## src/rtl/spi_master.sv

```systemverilog
// Mode 0 (CPOL=0, CPHA=0) SPI master: 8-bit MSB-first frames on a single chip select,
// with sclk derived from clk by a programmable half-period divider.
module spi_master #(
  parameter int unsigned CLK_DIV = 4
) (
  input  logic       clk,
  input  logic       rst_n,
  input  logic       start,
  input  logic [7:0] tx_data,
  output logic       busy,
  output logic       done,
  output logic [7:0] rx_data,
  output logic       sclk,
  output logic       ss_n,
  output logic       mosi,
  input  logic       miso
);

  localparam int unsigned DIV_W = 8;
  localparam int unsigned BIT_W = 3;
  localparam logic [DIV_W-1:0] DIV_LAST = DIV_W'(CLK_DIV - 1);

  typedef enum logic [2:0] {
    IDLE,
    SETUP,
    TRANSFER,
    HOLD,
    GAP
  } state_t;

  state_t           state;
  logic [DIV_W-1:0] div_cnt;
  logic [BIT_W-1:0] bit_cnt;
  logic [6:0]       tx_sh;
  logic [7:0]       rx_sh;
  logic             tick_c;
  logic             accept_c;

  assign tick_c = (state != IDLE) && (div_cnt == DIV_LAST);

  // A held start is taken on the final GAP tick so back-to-back frames keep an 18*CLK_DIV cadence.
  assign accept_c = start && ((state == IDLE) || ((state == GAP) && tick_c));

  always_ff @(posedge clk or negedge rst_n) begin
    if (!rst_n) begin
      state   <= IDLE;
      div_cnt <= '0;
      bit_cnt <= '0;
      tx_sh   <= '0;
      rx_sh   <= '0;
      busy    <= 1'b0;
      done    <= 1'b0;
      rx_data <= '0;
      sclk    <= 1'b0;
      ss_n    <= 1'b1;
      mosi    <= 1'b0;
    end else begin
      done <= 1'b0;
      if (state != IDLE) begin
        div_cnt <= tick_c ? '0 : div_cnt + DIV_W'(1);
      end

      if (accept_c) begin
        tx_sh   <= tx_data[6:0];
        mosi    <= tx_data[7];
        ss_n    <= 1'b0;
        busy    <= 1'b1;
        bit_cnt <= '0;
        div_cnt <= '0;
        state   <= SETUP;
      end else begin
        case (state)
          IDLE: ;

          SETUP: begin
            if (tick_c) begin
              sclk  <= 1'b1;
              rx_sh <= {rx_sh[6:0], miso};
              state <= TRANSFER;
            end
          end

          // Rising edges sample miso; falling edges present the next bit on mosi.
          TRANSFER: begin
            if (tick_c) begin
              if (!sclk) begin
                sclk  <= 1'b1;
                rx_sh <= {rx_sh[6:0], miso};
              end else begin
                sclk <= 1'b0;
                if (&bit_cnt) begin
                  state <= HOLD;
                end else begin
                  tx_sh   <= {tx_sh[5:0], 1'b0};
                  mosi    <= tx_sh[6];
                  bit_cnt <= bit_cnt + BIT_W'(1);
                end
              end
            end
          end

          HOLD: begin
            if (tick_c) begin
              ss_n    <= 1'b1;
              mosi    <= 1'b0;
              rx_data <= rx_sh;
              done    <= 1'b1;
              state   <= GAP;
            end
          end

          GAP: begin
            if (tick_c) begin
              busy  <= 1'b0;
              state <= IDLE;
            end
          end

          default: state <= IDLE;
        endcase
      end
    end
  end

endmodule

```

## config.mk

```make
export PLATFORM = sky130hd
export DESIGN_NAME = spi_master
export DESIGN_NICKNAME = d
export VERILOG_FILES = /design/src/rtl/spi_master.sv
export SDC_FILE = /design/constraint.sdc
export NUM_CORES = 1
export LEC_CHECK = 0
export ABC_CLOCK_PERIOD_IN_PS = 6570
export CAP_MARGIN = 10
export CORE_MARGIN = 4
export CORE_UTILIZATION = 55
export CTS_CLUSTER_DIAMETER = 40
export CTS_CLUSTER_SIZE = 8
export DETAILED_ROUTE_END_ITERATION = 6
export MAX_ROUTING_LAYER = met4
export PLACE_DENSITY_LB_ADDON = 0.2
export SLEW_MARGIN = 10
export SYNTH_ARGS = -nofsm -noshare
export SYNTH_HDL_FRONTEND = slang
export SYNTH_SLANG_ARGS = --single-unit
```

## constraint.sdc

```tcl
create_clock -name clk -period 6.57 [get_ports clk]
set_clock_uncertainty 0.2 [all_clocks]
set_input_delay 0.657 -clock clk [delete_from_list [all_inputs] [get_ports clk]]
set_output_delay 0.657 -clock clk [all_outputs]
set_load 0.01 [all_outputs]
```

==> results.toml, run 1 <==
[synthesis]
ys_top_cells_by_count = "41 x dfrtp_1, 18 x mux2_2, 12 x nand2_1"
dominantRegCellSynth = "dfrtp_1"
synth_area_per_cell_sq_um = 11.8
ys_async_sr_fraction_pct = 100
muxShareOfSynthArea_pct = 11.9
ys_seq_area_share_pct = 54.0
ys_ff_latch = 42
synth_compound_area_share_pct = 8.80
synth_xor_area_share_pct = 3.15
syn_nets = 180
synth_top_family_by_area = "simple AND/OR/NAND/NOR gates"
synth_edf_count = 0
synth-adder-area-share_pct = 1.93
yosysWarnings = 0
netlist_area_sq_um = 1950
synth_cells = 165
yosysUniqueCellTypes = 44
yosys.area_share.simple_pct = 17.6
synth_most_common_cell = "dfrtp_1"
synth_top_area_cell = "dfrtp_1"
synth_top_area_share_pct = 52.7
synthTopCellsByArea = "dfrtp_1 53%, mux2_2 10%, a221o_1 3.1%"

[clock_network]
clk_pin_slew_ns = 0.13
cts_tree = "built"
numCtsBuffers = 5
clockBufferDepth = 2
clock_latency_ns = 0.36
clock-sinks = 42
cts_root_buf = "clkbuf_4"
ctsHoldBuffers = 0
ctsResizeCount = 0
post_cts.repair.setup_buffers = 0
cts_htree_levels = 2

[drt]
vias_per_cell = 5.74
wl_met3_um = 172
routed_wl_um = 3480
highest-signal-layer = "met4"
dr_wl_met2_um = 1730
dr.pass1.iters = 4
drt-met1-wl_um = 1550
vias = 1360
avgRoutedWirePerCell_um = 14.7
drc = 0
drt-initial-drc-count = 143
ant_nets = 0

[sta]
hold_viol_final = 0
finalCritPeriodShare_pct = 40.4
setup_viol = 0
finalCriticalPeriod_ns = 2.65
rsz0062_at_grt = "false"
worst_pin_slew_ns = 0.873
max_freq_mhz = 377
relSlewSlack_pct = 41.8
setup_tns_ns = 0
maxSlewViolCount = 0

[worst_setup_path]
cpMaxStageDelayCell = "nor4_4"
reg2reg_to = "tx_sh[5]"
crit_fanout = 11
arrival_ns = 2.70
critPathRequiredTime_ns = 6.62
max_stage_delay_ns = 0.56
crit_start = "div_cnt[0]"
r2r_start = "div_cnt[0]"
ff2ff_path_depth = 5
crit_chain = "ha_1, or4b_4, nor4_4, a31oi_1, a221o_1"
critical_path_class = "reg2reg"
cp-end-kind = "register"
r2r_setup_slack_ns = 3.92
crit_path_start_kind = "register"

[grt]
first_global_vias = 1350
gr-usage-all-layers_pct = 18.2
grt_pass1_wl_um = 5890
grt_overflow = 0
grt_max_degree = 43
antenna_found_initial = 0

[placement]
gp_congestion = 0.804
place_hpwl_um = 2570
io_buffers = 24

[die]
die-width_um = 67.5
start_util_pct = 57.5
dieArea_sq_um = 4560
num_rows = 21
io_pins = 25
die_h_um = 67.5
core_area_sq_um = 3390

[layout]
diodes = 0
finalNetCount = 205
fillers = 257
layout-drive-gt1-share_pct = 17.8
area_delta_synth_final_pct = 17.4

[min_path]
hp-class = "in2async"

[status]
status = "completed"

[pwr]
peakVddDrop_mv = 0.190
power_density_nw_per_um2 = 379
p_total_uw = 866
p_leak_nw = 1.02

[flow_run]
drv_cap = 0
## power by group
| part | internal, mW | leakage, nW | switching (mW) |
|---|---|---|---|
| clock | 0.0788 | 0.0450 | 0.0819 |
| sequential | 0.338 | 0.544 | 0.0750 |
| combinational | 0.153 | 0.430 | 0.139 |
## routing by layer
layer | GRT usage [%] | vias to the layer above
met1 | 22.0 | 674
met2 | 28.8 | 38
met3 | 5.82 | 4
met4 | 6.33 | 0
li1 | - | 644
met5 | - | -
## layout make-up
class | count | area (sq um) | area share (%)
timing repair buffer | 24 | 235 | 10.3
tap | 46 | 57.6 | 2.52
multi-input combinational | 112 | 846 | 37.0
sequential | 42 | 1050 | 46.0
clock buffer | 5 | 37.5 | 1.64
clock inverter | 3 | 40.0 | 1.75
inverter | 5 | 18.8 | 0.821
## registers in the layout, indices dropped and copies added (netlist names)
register / count
bit_cnt: 3
busy: 1
div_cnt: 8
done: 1
mosi: 1
rx_data: 8
rx_sh: 8
sclk: 1
ss_n: 1
state: 3
tx_sh: 7
## critical path, delay by kind of cell (launching register included)
kind	cells	cell delay (ns)
compound gates	2	0.58
simple gates	2	1.10
flops	1	0.43
fa+ha+maj	1	0.24
## stage by stage
stage                     utilization [%]  cell area [sq um]  hold slack (ns)  cells  setup WS, ns
after CTS                            67.5               2290            0.230    237          3.91
after global placement               65.2               2210            0.286    229          4.01
after global routing                 67.5               2290            0.270    237          3.74
after floorplan                         -               1950            0.161    165          4.36
final                                67.5               2290            0.210    237          3.92
after detailed placement             65.2               2210            0.283    229          3.93
## placed cells by master, fill, tap and decap left out, drive strengths merged, types with 5 or more instances in the layout
cell type and count:
a221o 6, and2 8, clkbuf 5, clkdlybuf4s50 23, dfrtp 41, inv 5, mux2 18, nand2 12
nor2 12, nor3 5, o21ai 8
## cells by family (layout without fill, tap and decap cells)
logic type / after synthesis / count (layout)
simple gates: 58 / 58
flops: 42 / 42
compound gates: 23 / 23
mux: 21 / 21
buf+inv: 11 / 37
xor+xnor: 7 / 7
fa+ha+maj: 3 / 3
## how the worst max path moves through the flow
stage / end / cells after the start
CTS: tx_sh[5] / 5
floorplan: mosi / 6
global route: tx_sh[6] / 5
finish: tx_sh[5] / 5
global placement: tx_sh[3] / 5
detailed placement: tx_sh[5] / 5
(Power assumes the default switching activity.)
==> run 2, diff against run 1 <==
--- a/config.mk
+++ b/config.mk
@@ -5,10 +5,10 @@
 export SDC_FILE = /design/constraint.sdc
 export NUM_CORES = 1
 export LEC_CHECK = 0
-export ABC_CLOCK_PERIOD_IN_PS = 6570
+export ABC_CLOCK_PERIOD_IN_PS = 2200
 export CAP_MARGIN = 10
 export CORE_MARGIN = 4
-export CORE_UTILIZATION = 55
+export CORE_UTILIZATION = 49
 export CTS_CLUSTER_DIAMETER = 40
 export CTS_CLUSTER_SIZE = 8
 export DETAILED_ROUTE_END_ITERATION = 6
==> constraint.sdc (replaced) <==
create_clock -name clk -period 2.2 [get_ports clk]
set_clock_uncertainty 0.2 [all_clocks]
set_input_delay 0.22 -clock clk [delete_from_list [all_inputs] [get_ports clk]]
set_output_delay 0.22 -clock clk [all_outputs]
set_load 0.01 [all_outputs]
==> results.toml, run 2 (synthesized netlist as in run 1, its figures left out) <==
[status]
status = "completed"

[sta]
max_freq_mhz = 461
worst_pin_slew_ns = 0.533
finalCritPeriodShare_pct = 98.5
setup_viol = 0
hold_viol_final = 0
maxSlewViolCount = 0
finalCriticalPeriod_ns = 2.17
rsz0062_at_grt = "true"
relSlewSlack_pct = 64.2
holdWs_ns = 0.170
setup_tns_ns = 0

[drt]
drc = 0
vias_per_cell = 5.65
dr.pass1.iters = 4
avgRoutedWirePerCell_um = 16.1
vias = 1469
routed_wl_um = 4180
ant_nets = 0
drt-initial-drc-count = 79

[layout]
register_area_sq_um = 1050
diodes = 0
area_delta_synth_final_pct = 28.3
final_common_cell = "dfrtp_1"
finalNetCount = 226
final_cell_count_no_fill = 260
fillers = 302
final_cell_mix = "41 x dfrtp_1, 23 x clkdlybuf4s50_1, 19 x buf_4, 18 x mux2_2, 12 x nand2_1"
layout-drive-gt1-share_pct = 27.4
multiInputGateArea_sq_um = 875
reg_top3 = "div_cnt (8), rx_data (8), rx_sh (8)"

[grt]
gr-usage-all-layers_pct = 18.5
grt_pass1_wl_um = 7160
grt_max_degree = 26
grt_overflow = 0
first_global_vias = 1573
antenna_found_initial = 0

[pwr]
power_density_nw_per_um2 = 1160
p_total_mw = 2.91
p_leak_nw = 1.13
peakVddDrop_mv = 0.606

[placement]
io_buffers = 24
dp.cells = 251
place_hpwl_um = 3070
gp_congestion = 0.864

[worst_setup_path]
critPathRequiredTime_ns = 2.19
r2r_setup_slack_ns = 0.03
critical_path_class = "reg2reg"
crit_fanout = 4
crit_path_start_kind = "register"
r2r_start = "div_cnt[1]"
cp-end-kind = "register"
reg2reg_to = "mosi"
arrival_ns = 2.16
ff2ff_path_depth = 5

[die]
num_rows = 22
io_pins = 25
die-width_um = 71.1
dieArea_sq_um = 5050
die_h_um = 71.1
start_util_pct = 52.0
core_area_sq_um = 3740

[clock_network]
cts_root_buf = "clkbuf_8"
clock_latency_ns = 0.30
cts_tree = "built"
cts_htree_levels = 2
clk_pin_slew_ns = 0.09
clockBufferDepth = 2
clock-sinks = 42
numCtsBuffers = 5

[min_path]
hp-class = "in2async"

[flow_run]
drv_cap = 0
[run 2: cell types whose count changed in the layout (fill, tap and decap cells not counted), sizes merged]
cell         before  now
dlygate4sd3       0    1
clkinv            2    0
inv               5    8
buf               1   21
bufinv            1    0
[run 2: cell type report]
| type | instances | area share, % |
|---|---|---|
| multi-input cells | 112 | 35.0 |
| clock buffers | 5 | 2.75 |
| inverters | 5 | 0.751 |
| repair buffers | 45 | 16.0 |
| clock inverters | 3 | 1.05 |
| flip-flops and latches | 42 | 42.1 |
| well taps | 48 | 2.40 |
[run 2: routing by layer]
layer	vias up	GRT usage, %	part of all wire (%)
met1	732	21.5	42
met2	44	30.4	50
met4	0	6.68	2.2
li1	682	-	-
met5	-	-	0
met3	11	5.40	4.8
[run 2: metrics by stage]
step	worst slack [ns]	instance area [sq um]	utilization, %
after floorplan	0.00108	1950	-
after global placement	0.0787	2360	63.2
after detailed placement	0.0281	2360	63.2
after CTS	0.00644	2470	66.0
after global routing	-0.0538	2500	66.8
final	0.0331	2500	66.8
[run 2: worst max-delay path by stage]
| stage | cells past startpoint | endpoint | start | slack (ns) |
|---|---|---|---|---|
| 5_1_grt | 5 | mosi | div_cnt[1] | -0.05 |
| 6_report | 5 | mosi | div_cnt[1] | 0.03 |
| 3_3_place_gp | 6 | tx_sh[0] | div_cnt[0] | 0.08 |
| 2_1_floorplan | 6 | mosi | div_cnt[0] | 0.001 |
| 3_5_place_dp | 5 | tx_sh[1] | div_cnt[1] | 0.03 |
| 4_1_cts | 5 | mosi | div_cnt[1] | 0.006 |
[run 2: report_power, final]
group / internal (mW) / total, mW / switching, mW
registers: 1.01 / 1.15 / 0.137
logic: 0.612 / 1.22 / 0.613
clock network: 0.236 / 0.536 / 0.300
[run 2: repair_timing]
item | CTS | global route
hold buffers | 1 | 0
endpoints found under the hold margin | 17 | 0
setup buffers | 0 | 0
endpoints found under the setup margin | 0 | 21
resized for setup | 0 | 6
[run 2: critical path, cell delays in order, from the launching register on]
cell	delay (ns)
dfrtp_1	0.37
ha_2	0.18
or4b_4	0.52
o21ai_2	0.20
and3_2	0.25
mux2_2	0.34
